===== src/rtl/rs_alu_pkg.sv =====
// Shared widths, the "operand present" tag value and opcode encodings
// for the ALU reservation station and its neighbours.
package rs_alu_pkg;

    localparam int unsigned RS_DEPTH   = 8;
    localparam int unsigned DATA_BUS_W = 32;
    localparam int unsigned TAG_BUS_W  = 4;
    localparam int unsigned NAME_BUS_W = 5;
    localparam int unsigned OP_BUS_W   = 6;
    localparam int unsigned ADDR_BUS_W = 32;

    localparam logic [TAG_BUS_W-1:0] TAG_FREE_VAL = 4'hF;

    localparam logic [OP_BUS_W-1:0] OP_NOP   = 6'd0;
    localparam logic [OP_BUS_W-1:0] OP_ADD   = 6'd1;
    localparam logic [OP_BUS_W-1:0] OP_SUB   = 6'd2;
    localparam logic [OP_BUS_W-1:0] OP_AND   = 6'd3;
    localparam logic [OP_BUS_W-1:0] OP_OR    = 6'd4;
    localparam logic [OP_BUS_W-1:0] OP_XOR   = 6'd5;
    localparam logic [OP_BUS_W-1:0] OP_SLL   = 6'd6;
    localparam logic [OP_BUS_W-1:0] OP_SRL   = 6'd7;
    localparam logic [OP_BUS_W-1:0] OP_SRA   = 6'd8;
    localparam logic [OP_BUS_W-1:0] OP_SLT   = 6'd9;
    localparam logic [OP_BUS_W-1:0] OP_SLTU  = 6'd10;
    localparam logic [OP_BUS_W-1:0] OP_LUI   = 6'd11;
    localparam logic [OP_BUS_W-1:0] OP_AUIPC = 6'd12;

endpackage


===== src/rtl/rs_alu_lowest_one_sel.sv =====
// Priority encoder: index of the lowest set bit of i_vec, plus a found flag.
module lowest_one_sel #(
    parameter int unsigned W     = 8,
    parameter int unsigned IDX_W = $clog2(W)
) (
    input  logic [W-1:0]     i_vec,
    output logic [IDX_W-1:0] o_idx,
    output logic             o_found
);

    always_comb begin
        o_idx   = '0;
        o_found = 1'b0;
        for (int unsigned i = 0; i < W; i++) begin
            if (i_vec[i] && !o_found) begin
                o_idx   = IDX_W'(i);
                o_found = 1'b1;
            end
        end
    end

endmodule


===== src/rtl/rs_alu.sv =====
// ALU reservation station: buffers dispatched ops, snoops both CDBs for
// pending source tags, issues one operand-ready op per cycle.
module rs_alu
    import rs_alu_pkg::*;
#(
    parameter int unsigned           DEPTH    = RS_DEPTH,
    parameter int unsigned           DATA_W   = DATA_BUS_W,
    parameter int unsigned           TAG_W    = TAG_BUS_W,
    parameter logic [TAG_W-1:0]      TAG_FREE = TAG_FREE_VAL,
    parameter int unsigned           NAME_W   = NAME_BUS_W,
    parameter int unsigned           OP_W     = OP_BUS_W,
    parameter int unsigned           ADDR_W   = ADDR_BUS_W
) (
    input  logic              clk,
    input  logic              rst,
    input  logic              clr,
    input  logic              dispEn,
    input  logic [OP_W-1:0]   dispOp,
    input  logic [DATA_W-1:0] dispValO,
    input  logic [TAG_W-1:0]  dispTagO,
    input  logic [DATA_W-1:0] dispValT,
    input  logic [TAG_W-1:0]  dispTagT,
    input  logic [TAG_W-1:0]  dispWrtTag,
    input  logic [NAME_W-1:0] dispWrtName,
    input  logic [ADDR_W-1:0] dispAddr,
    output logic              rsFull,
    input  logic              aluCdbEn,
    input  logic [TAG_W-1:0]  aluCdbTag,
    input  logic [DATA_W-1:0] aluCdbData,
    input  logic              lsuCdbEn,
    input  logic [TAG_W-1:0]  lsuCdbTag,
    input  logic [DATA_W-1:0] lsuCdbData,
    output logic              ALUworkEn,
    output logic [DATA_W-1:0] operandO,
    output logic [DATA_W-1:0] operandT,
    output logic [TAG_W-1:0]  wrtTag,
    output logic [NAME_W-1:0] wrtName,
    output logic [OP_W-1:0]   opCode,
    output logic [ADDR_W-1:0] instAddr
);

    localparam int unsigned IDX_W = $clog2(DEPTH);

    logic [DEPTH-1:0]  r_busy;
    logic [OP_W-1:0]   r_op      [DEPTH];
    logic [DATA_W-1:0] r_valO    [DEPTH];
    logic [TAG_W-1:0]  r_tagO    [DEPTH];
    logic [DATA_W-1:0] r_valT    [DEPTH];
    logic [TAG_W-1:0]  r_tagT    [DEPTH];
    logic [TAG_W-1:0]  r_wrtTag  [DEPTH];
    logic [NAME_W-1:0] r_wrtName [DEPTH];
    logic [ADDR_W-1:0] r_addr    [DEPTH];

    logic [DEPTH-1:0]  w_ready;
    logic [IDX_W-1:0]  w_freeIdx;
    logic              w_freeFound;
    logic [IDX_W-1:0]  w_issIdx;
    logic              w_issFound;
    logic              w_dispOk;
    logic [DATA_W-1:0] w_byValO;
    logic [TAG_W-1:0]  w_byTagO;
    logic [DATA_W-1:0] w_byValT;
    logic [TAG_W-1:0]  w_byTagT;

    assign rsFull   = &r_busy;
    assign w_dispOk = dispEn && !rsFull && w_freeFound;

    always_comb begin
        w_ready = '0;
        for (int unsigned i = 0; i < DEPTH; i++) begin
            w_ready[i] = r_busy[i] && (r_tagO[i] == TAG_FREE) && (r_tagT[i] == TAG_FREE);
        end
    end

    lowest_one_sel #(.W(DEPTH), .IDX_W(IDX_W)) u_free_sel (
        .i_vec   (~r_busy),
        .o_idx   (w_freeIdx),
        .o_found (w_freeFound)
    );

    lowest_one_sel #(.W(DEPTH), .IDX_W(IDX_W)) u_issue_sel (
        .i_vec   (w_ready),
        .o_idx   (w_issIdx),
        .o_found (w_issFound)
    );

    // Same-cycle bypass: a source whose producer broadcasts during dispatch is stored ready.
    always_comb begin
        w_byValO = dispValO;
        w_byTagO = dispTagO;
        w_byValT = dispValT;
        w_byTagT = dispTagT;
        if (dispTagO != TAG_FREE) begin
            if (aluCdbEn && (aluCdbTag == dispTagO)) begin
                w_byValO = aluCdbData;
                w_byTagO = TAG_FREE;
            end else if (lsuCdbEn && (lsuCdbTag == dispTagO)) begin
                w_byValO = lsuCdbData;
                w_byTagO = TAG_FREE;
            end
        end
        if (dispTagT != TAG_FREE) begin
            if (aluCdbEn && (aluCdbTag == dispTagT)) begin
                w_byValT = aluCdbData;
                w_byTagT = TAG_FREE;
            end else if (lsuCdbEn && (lsuCdbTag == dispTagT)) begin
                w_byValT = lsuCdbData;
                w_byTagT = TAG_FREE;
            end
        end
    end

    always_ff @(posedge clk or posedge rst) begin
        if (rst) begin
            r_busy    <= '0;
            ALUworkEn <= 1'b0;
            operandO  <= '0;
            operandT  <= '0;
            wrtTag    <= TAG_FREE;
            wrtName   <= '0;
            opCode    <= '0;
            instAddr  <= '0;
            for (int unsigned i = 0; i < DEPTH; i++) begin
                r_op[i]      <= '0;
                r_valO[i]    <= '0;
                r_tagO[i]    <= TAG_FREE;
                r_valT[i]    <= '0;
                r_tagT[i]    <= TAG_FREE;
                r_wrtTag[i]  <= TAG_FREE;
                r_wrtName[i] <= '0;
                r_addr[i]    <= '0;
            end
        end else if (clr) begin
            r_busy    <= '0;
            ALUworkEn <= 1'b0;
        end else begin
            // Snoop touches only busy entries with pending tags, so it never collides
            // with the issued (fully ready) entry or the free slot being written.
            for (int unsigned i = 0; i < DEPTH; i++) begin
                if (r_busy[i]) begin
                    if (r_tagO[i] != TAG_FREE) begin
                        if (aluCdbEn && (aluCdbTag == r_tagO[i])) begin
                            r_valO[i] <= aluCdbData;
                            r_tagO[i] <= TAG_FREE;
                        end else if (lsuCdbEn && (lsuCdbTag == r_tagO[i])) begin
                            r_valO[i] <= lsuCdbData;
                            r_tagO[i] <= TAG_FREE;
                        end
                    end
                    if (r_tagT[i] != TAG_FREE) begin
                        if (aluCdbEn && (aluCdbTag == r_tagT[i])) begin
                            r_valT[i] <= aluCdbData;
                            r_tagT[i] <= TAG_FREE;
                        end else if (lsuCdbEn && (lsuCdbTag == r_tagT[i])) begin
                            r_valT[i] <= lsuCdbData;
                            r_tagT[i] <= TAG_FREE;
                        end
                    end
                end
            end

            if (w_issFound) begin
                ALUworkEn        <= 1'b1;
                operandO         <= r_valO[w_issIdx];
                operandT         <= r_valT[w_issIdx];
                wrtTag           <= r_wrtTag[w_issIdx];
                wrtName          <= r_wrtName[w_issIdx];
                opCode           <= r_op[w_issIdx];
                instAddr         <= r_addr[w_issIdx];
                r_busy[w_issIdx] <= 1'b0;
            end else begin
                ALUworkEn <= 1'b0;
            end

            if (w_dispOk) begin
                r_busy[w_freeIdx]    <= 1'b1;
                r_op[w_freeIdx]      <= dispOp;
                r_valO[w_freeIdx]    <= w_byValO;
                r_tagO[w_freeIdx]    <= w_byTagO;
                r_valT[w_freeIdx]    <= w_byValT;
                r_tagT[w_freeIdx]    <= w_byTagT;
                r_wrtTag[w_freeIdx]  <= dispWrtTag;
                r_wrtName[w_freeIdx] <= dispWrtName;
                r_addr[w_freeIdx]    <= dispAddr;
            end
        end
    end

endmodule

===== config.mk =====
export PLATFORM = sky130hd
export DESIGN_NAME = rs_alu
export DESIGN_NICKNAME = d
export VERILOG_FILES = /design/src/rtl/rs_alu_pkg.sv /design/src/rtl/rs_alu_lowest_one_sel.sv /design/src/rtl/rs_alu.sv
export SDC_FILE = /design/constraint.sdc
export NUM_CORES = 2
export LEC_CHECK = 0
export CAP_MARGIN = 40
export CORE_ASPECT_RATIO = 1.2
export CORE_MARGIN = 2
export CORE_UTILIZATION = 45
export DETAILED_ROUTE_END_ITERATION = 6
export GPL_TIMING_DRIVEN = 0
export MAX_ROUTING_LAYER = met4
export SLEW_MARGIN = 15
export SYNTH_ARGS = -nofsm -noshare
export SYNTH_HDL_FRONTEND = slang
export SYNTH_SLANG_ARGS = --single-unit

===== constraint.sdc =====
create_clock -name clk -period 91.4 [get_ports clk]
set_input_delay 27.42 -clock clk [delete_from_list [all_inputs] [get_ports clk]]
set_output_delay 27.42 -clock clk [all_outputs]
set_load 0.005 [all_outputs]

==> flow_summary.yaml <==
setup_path:
  startpoint_type: "input pin"
  crit_type: "in -> reg"
  crit_required_ps: 92060
  worstReg2RegStart: "r_tagT[25]$_DFFE_PP1N_"
  setup.worst_path.start: "dispTagO[3]"
  arrival_ps: 31960
  end_kind: "flop"
  cp_max_fo: 10
sta:
  hold_viol: 0
  slew_violations: 0
  max_freq_ghz: 0.0319
  setup_tns_ps: 0
  fin_hold_ws_ps: 478
  tightest_slew_ps: 1080
  setup_viol: 0
  fin_crit_ps: 31300
  grt_setup_unrepaired: "no"
  fin_skew_ps: 36.2
  min_period_over_period_pct: 34.2
  slew_headroom_pct: 27.4
global_routing:
  overflow: 0
  grt_max_degree: 106
  grt_pass1_vias: 55689
  grt_pass1_wl_um: 424000
  grtUsageTotal_pct: 45.9
  antenna_found_initial: 34
clocking:
  numCtsBuffers: 116
  clkSlewWorstSetupHoldPaths_ps: 60
  cts_max_level: 3
  root_buffer: "clkbuf_16"
  cts_max_path_buffers: 3
  cts_tree: "yes"
  post_cts_buffers: 0
  ctsResizeCount: 0
  cts.sinks: 1072
  clk-insertion-delay-late_ps: 770
  ctsHoldBuffers: 0
floorplanning:
  ios: 310
  num_rows: 145
  die_y_um: 400
  start_util_pct: 45.3
  coreArea_sq_mm: 0.130
  die_x_um: 334
  die-area_sq_mm: 0.134
synth:
  ys_types: 51
  synthMostInstantiatedCell: "dfrtp_1"
  async_flop_share_pct: 100
  synth-seq-cells: 1072
  syn_area_sq_mm: 0.0589
  synthCells: 6527
  synth-edff-count: 0
  syn-num-nets: 6724
  ys.flop_type: "dfrtp_1"
  netlist.area_leader.share_pct: 41.3
  yosysWarningCount: 0
  synth.top_cells.by_area: "dfrtp_1, mux2_2, a21oi_1"
  synth_common_cells: "dfrtp_1, nand2_1, a21oi_1"
  seq_area_frac_synth_pct: 45.8
  synth_largest_area_cell: "dfrtp_1"
  avgSynthCellArea_sq_um: 9.02
finish:
  nFillCells: 12303
  multi_input_area_sq_mm: 0.0292
  area_delta_synth_final_pct: 17.5
  num-nets-final: 7201
  seq_area_sq_mm: 0.0270
  final_cell_count_no_fill: 8827
  drive_gt1_share_pct: 14.8
pwr:
  ir_worst_vdd_v: 0.0000158
  p_leak_uw: 0.0273
  p_per_area_mw_per_mm2: 20.2
drt:
  vias_per_cell: 6.55
  drc: 2
  drtIter0Drc: 7574
  drtPass1Iterations: 7
  wirelength_um: 304000
  ant_nets: 0
  wl_per_cell_um: 34.5
  num_vias: 57785
worst_hold_path:
  holdCritStartpoint: "r_valT[154]$_DFFE_PP0N_"
  hold_path.class: "reg -> reg"
place:
  dpl.cell_count: 8564
  place_congestion: 1.01
  place.port_buffers: 234
  hpwlAfterDp_um: 226000
run_status:
  failed_checks: "design-rule violations"
  status: "complete, but fails checks"
run:
  maxCapViolCount: 0
[per-stage QoR]
stage                     setup slack, ps  power (uW)  utilization [%]  area, sq um
final                               60100        1400             53.2        69200
after global routing                60120        1440             53.2        69200
after CTS                           60420        1390             53.0        69000
after detailed placement            59650         896             50.0        65000
after global placement              20020         887             48.7        63300
after floorplan                     33970         746                -        58900
[where the power goes]
part / switching (uW) / leakage, uW / internal [uW]
Clock: 218 / 0.00193 / 281
Combinational: 155 / 0.0116 / 127
Sequential: 58.0 / 0.0138 / 557
Total: 431 / 0.0273 / 965
[per-layer routing]
metal / GRT usage [%] / routed length, um
met5: - / 0
met1: 56.8 / 117000
met3: 12.3 / 32900
met2: 66.3 / 132000
met4: 28.8 / 22300
[cells in the final DEF (no fill, tap or decap), drive strengths merged, types with 2 or more instances in the layout]
cell type / count
o22ai: 89
xor2: 108
a21oi: 831
o21ai: 557
o221ai: 88
inv: 5
a31o: 2
and3: 4
buf: 300
nand3: 33
clkinvlp: 9
a21boi: 2
nor4: 17
clkinv: 31
mux2i: 248
xnor2: 36
clkbuf: 678
and2: 3
a22oi: 512
a31oi: 3
nand2b: 49
a2bb2oi: 31
nand4: 5
clkdlybuf4s50: 234
o31ai: 2
dfstp: 100
nand2: 945
and4: 16
bufinv: 8
dfrtp: 972
diode: 34
a21o: 16
mux2: 376
nand4b: 2
nor2: 653
o32a: 110
nor3: 22
[registers in the layout, indices dropped and copies added (netlist names), 5 cells and up]
signal     cells
instAddr      32
r_op          48
r_wrtTag      32
operandT      32
wrtName        5
operandO      32
r_valT       256
r_tagO        32
r_addr       256
r_valO       256
opCode         6
r_tagT        32
r_wrtName     40
r_busy         8
[final timing paths]
kind                                        endpoint  slack (ps)  cells past startpoint
max                          r_valO[172]$_DFFE_PP0N_       60100                     11
min in group asynchronous  r_wrtName[35]$_DFFE_PP0P_       27070                      2
min                          r_valT[154]$_DFFE_PP0N_         480                      2
max reg2reg                 operandT[19]$_DFFE_PP0P_       86450                     10
max in group asynchronous    r_valO[238]$_DFFE_PP0N_       62200                      6
min reg2reg                  r_valT[154]$_DFFE_PP0N_         480                      2
[worst max-delay path, stage by stage]
cell and delay, ps:
clkdlybuf4s50_1 510, xor2_1 180, nor3_1 380, nand3_1 650
nand2b_1 890, and2_1 220, buf_2 230, buf_4 300
a2bb2oi_2 750, a21oi_1 200, o21ai_0 210
[final cells by class]
class                           instances  area share, %
Clock buffer                          166           4.89
Multi-Input combinational cell       4766           42.2
Timing Repair Buffer                  359           5.77
Inverter                                2         0.0217
Buffer                                687           4.16
Clock inverter                         51          0.823
Tap cell                             1690           3.06
Sequential cell                      1072           39.0
Antenna cell                           34          0.123
[kinds of logic after synthesis]
logic type      after synthesis  share of synthesized area [%]
buf+inv                     689                           4.87
simple gates               1752                           12.0
flops                      1072                           45.8
compound gates             2246                           23.8
xor+xnor                    144                           2.14
mux                         624                           11.4
No activity file was read; power rests on OpenSTA's default activity.
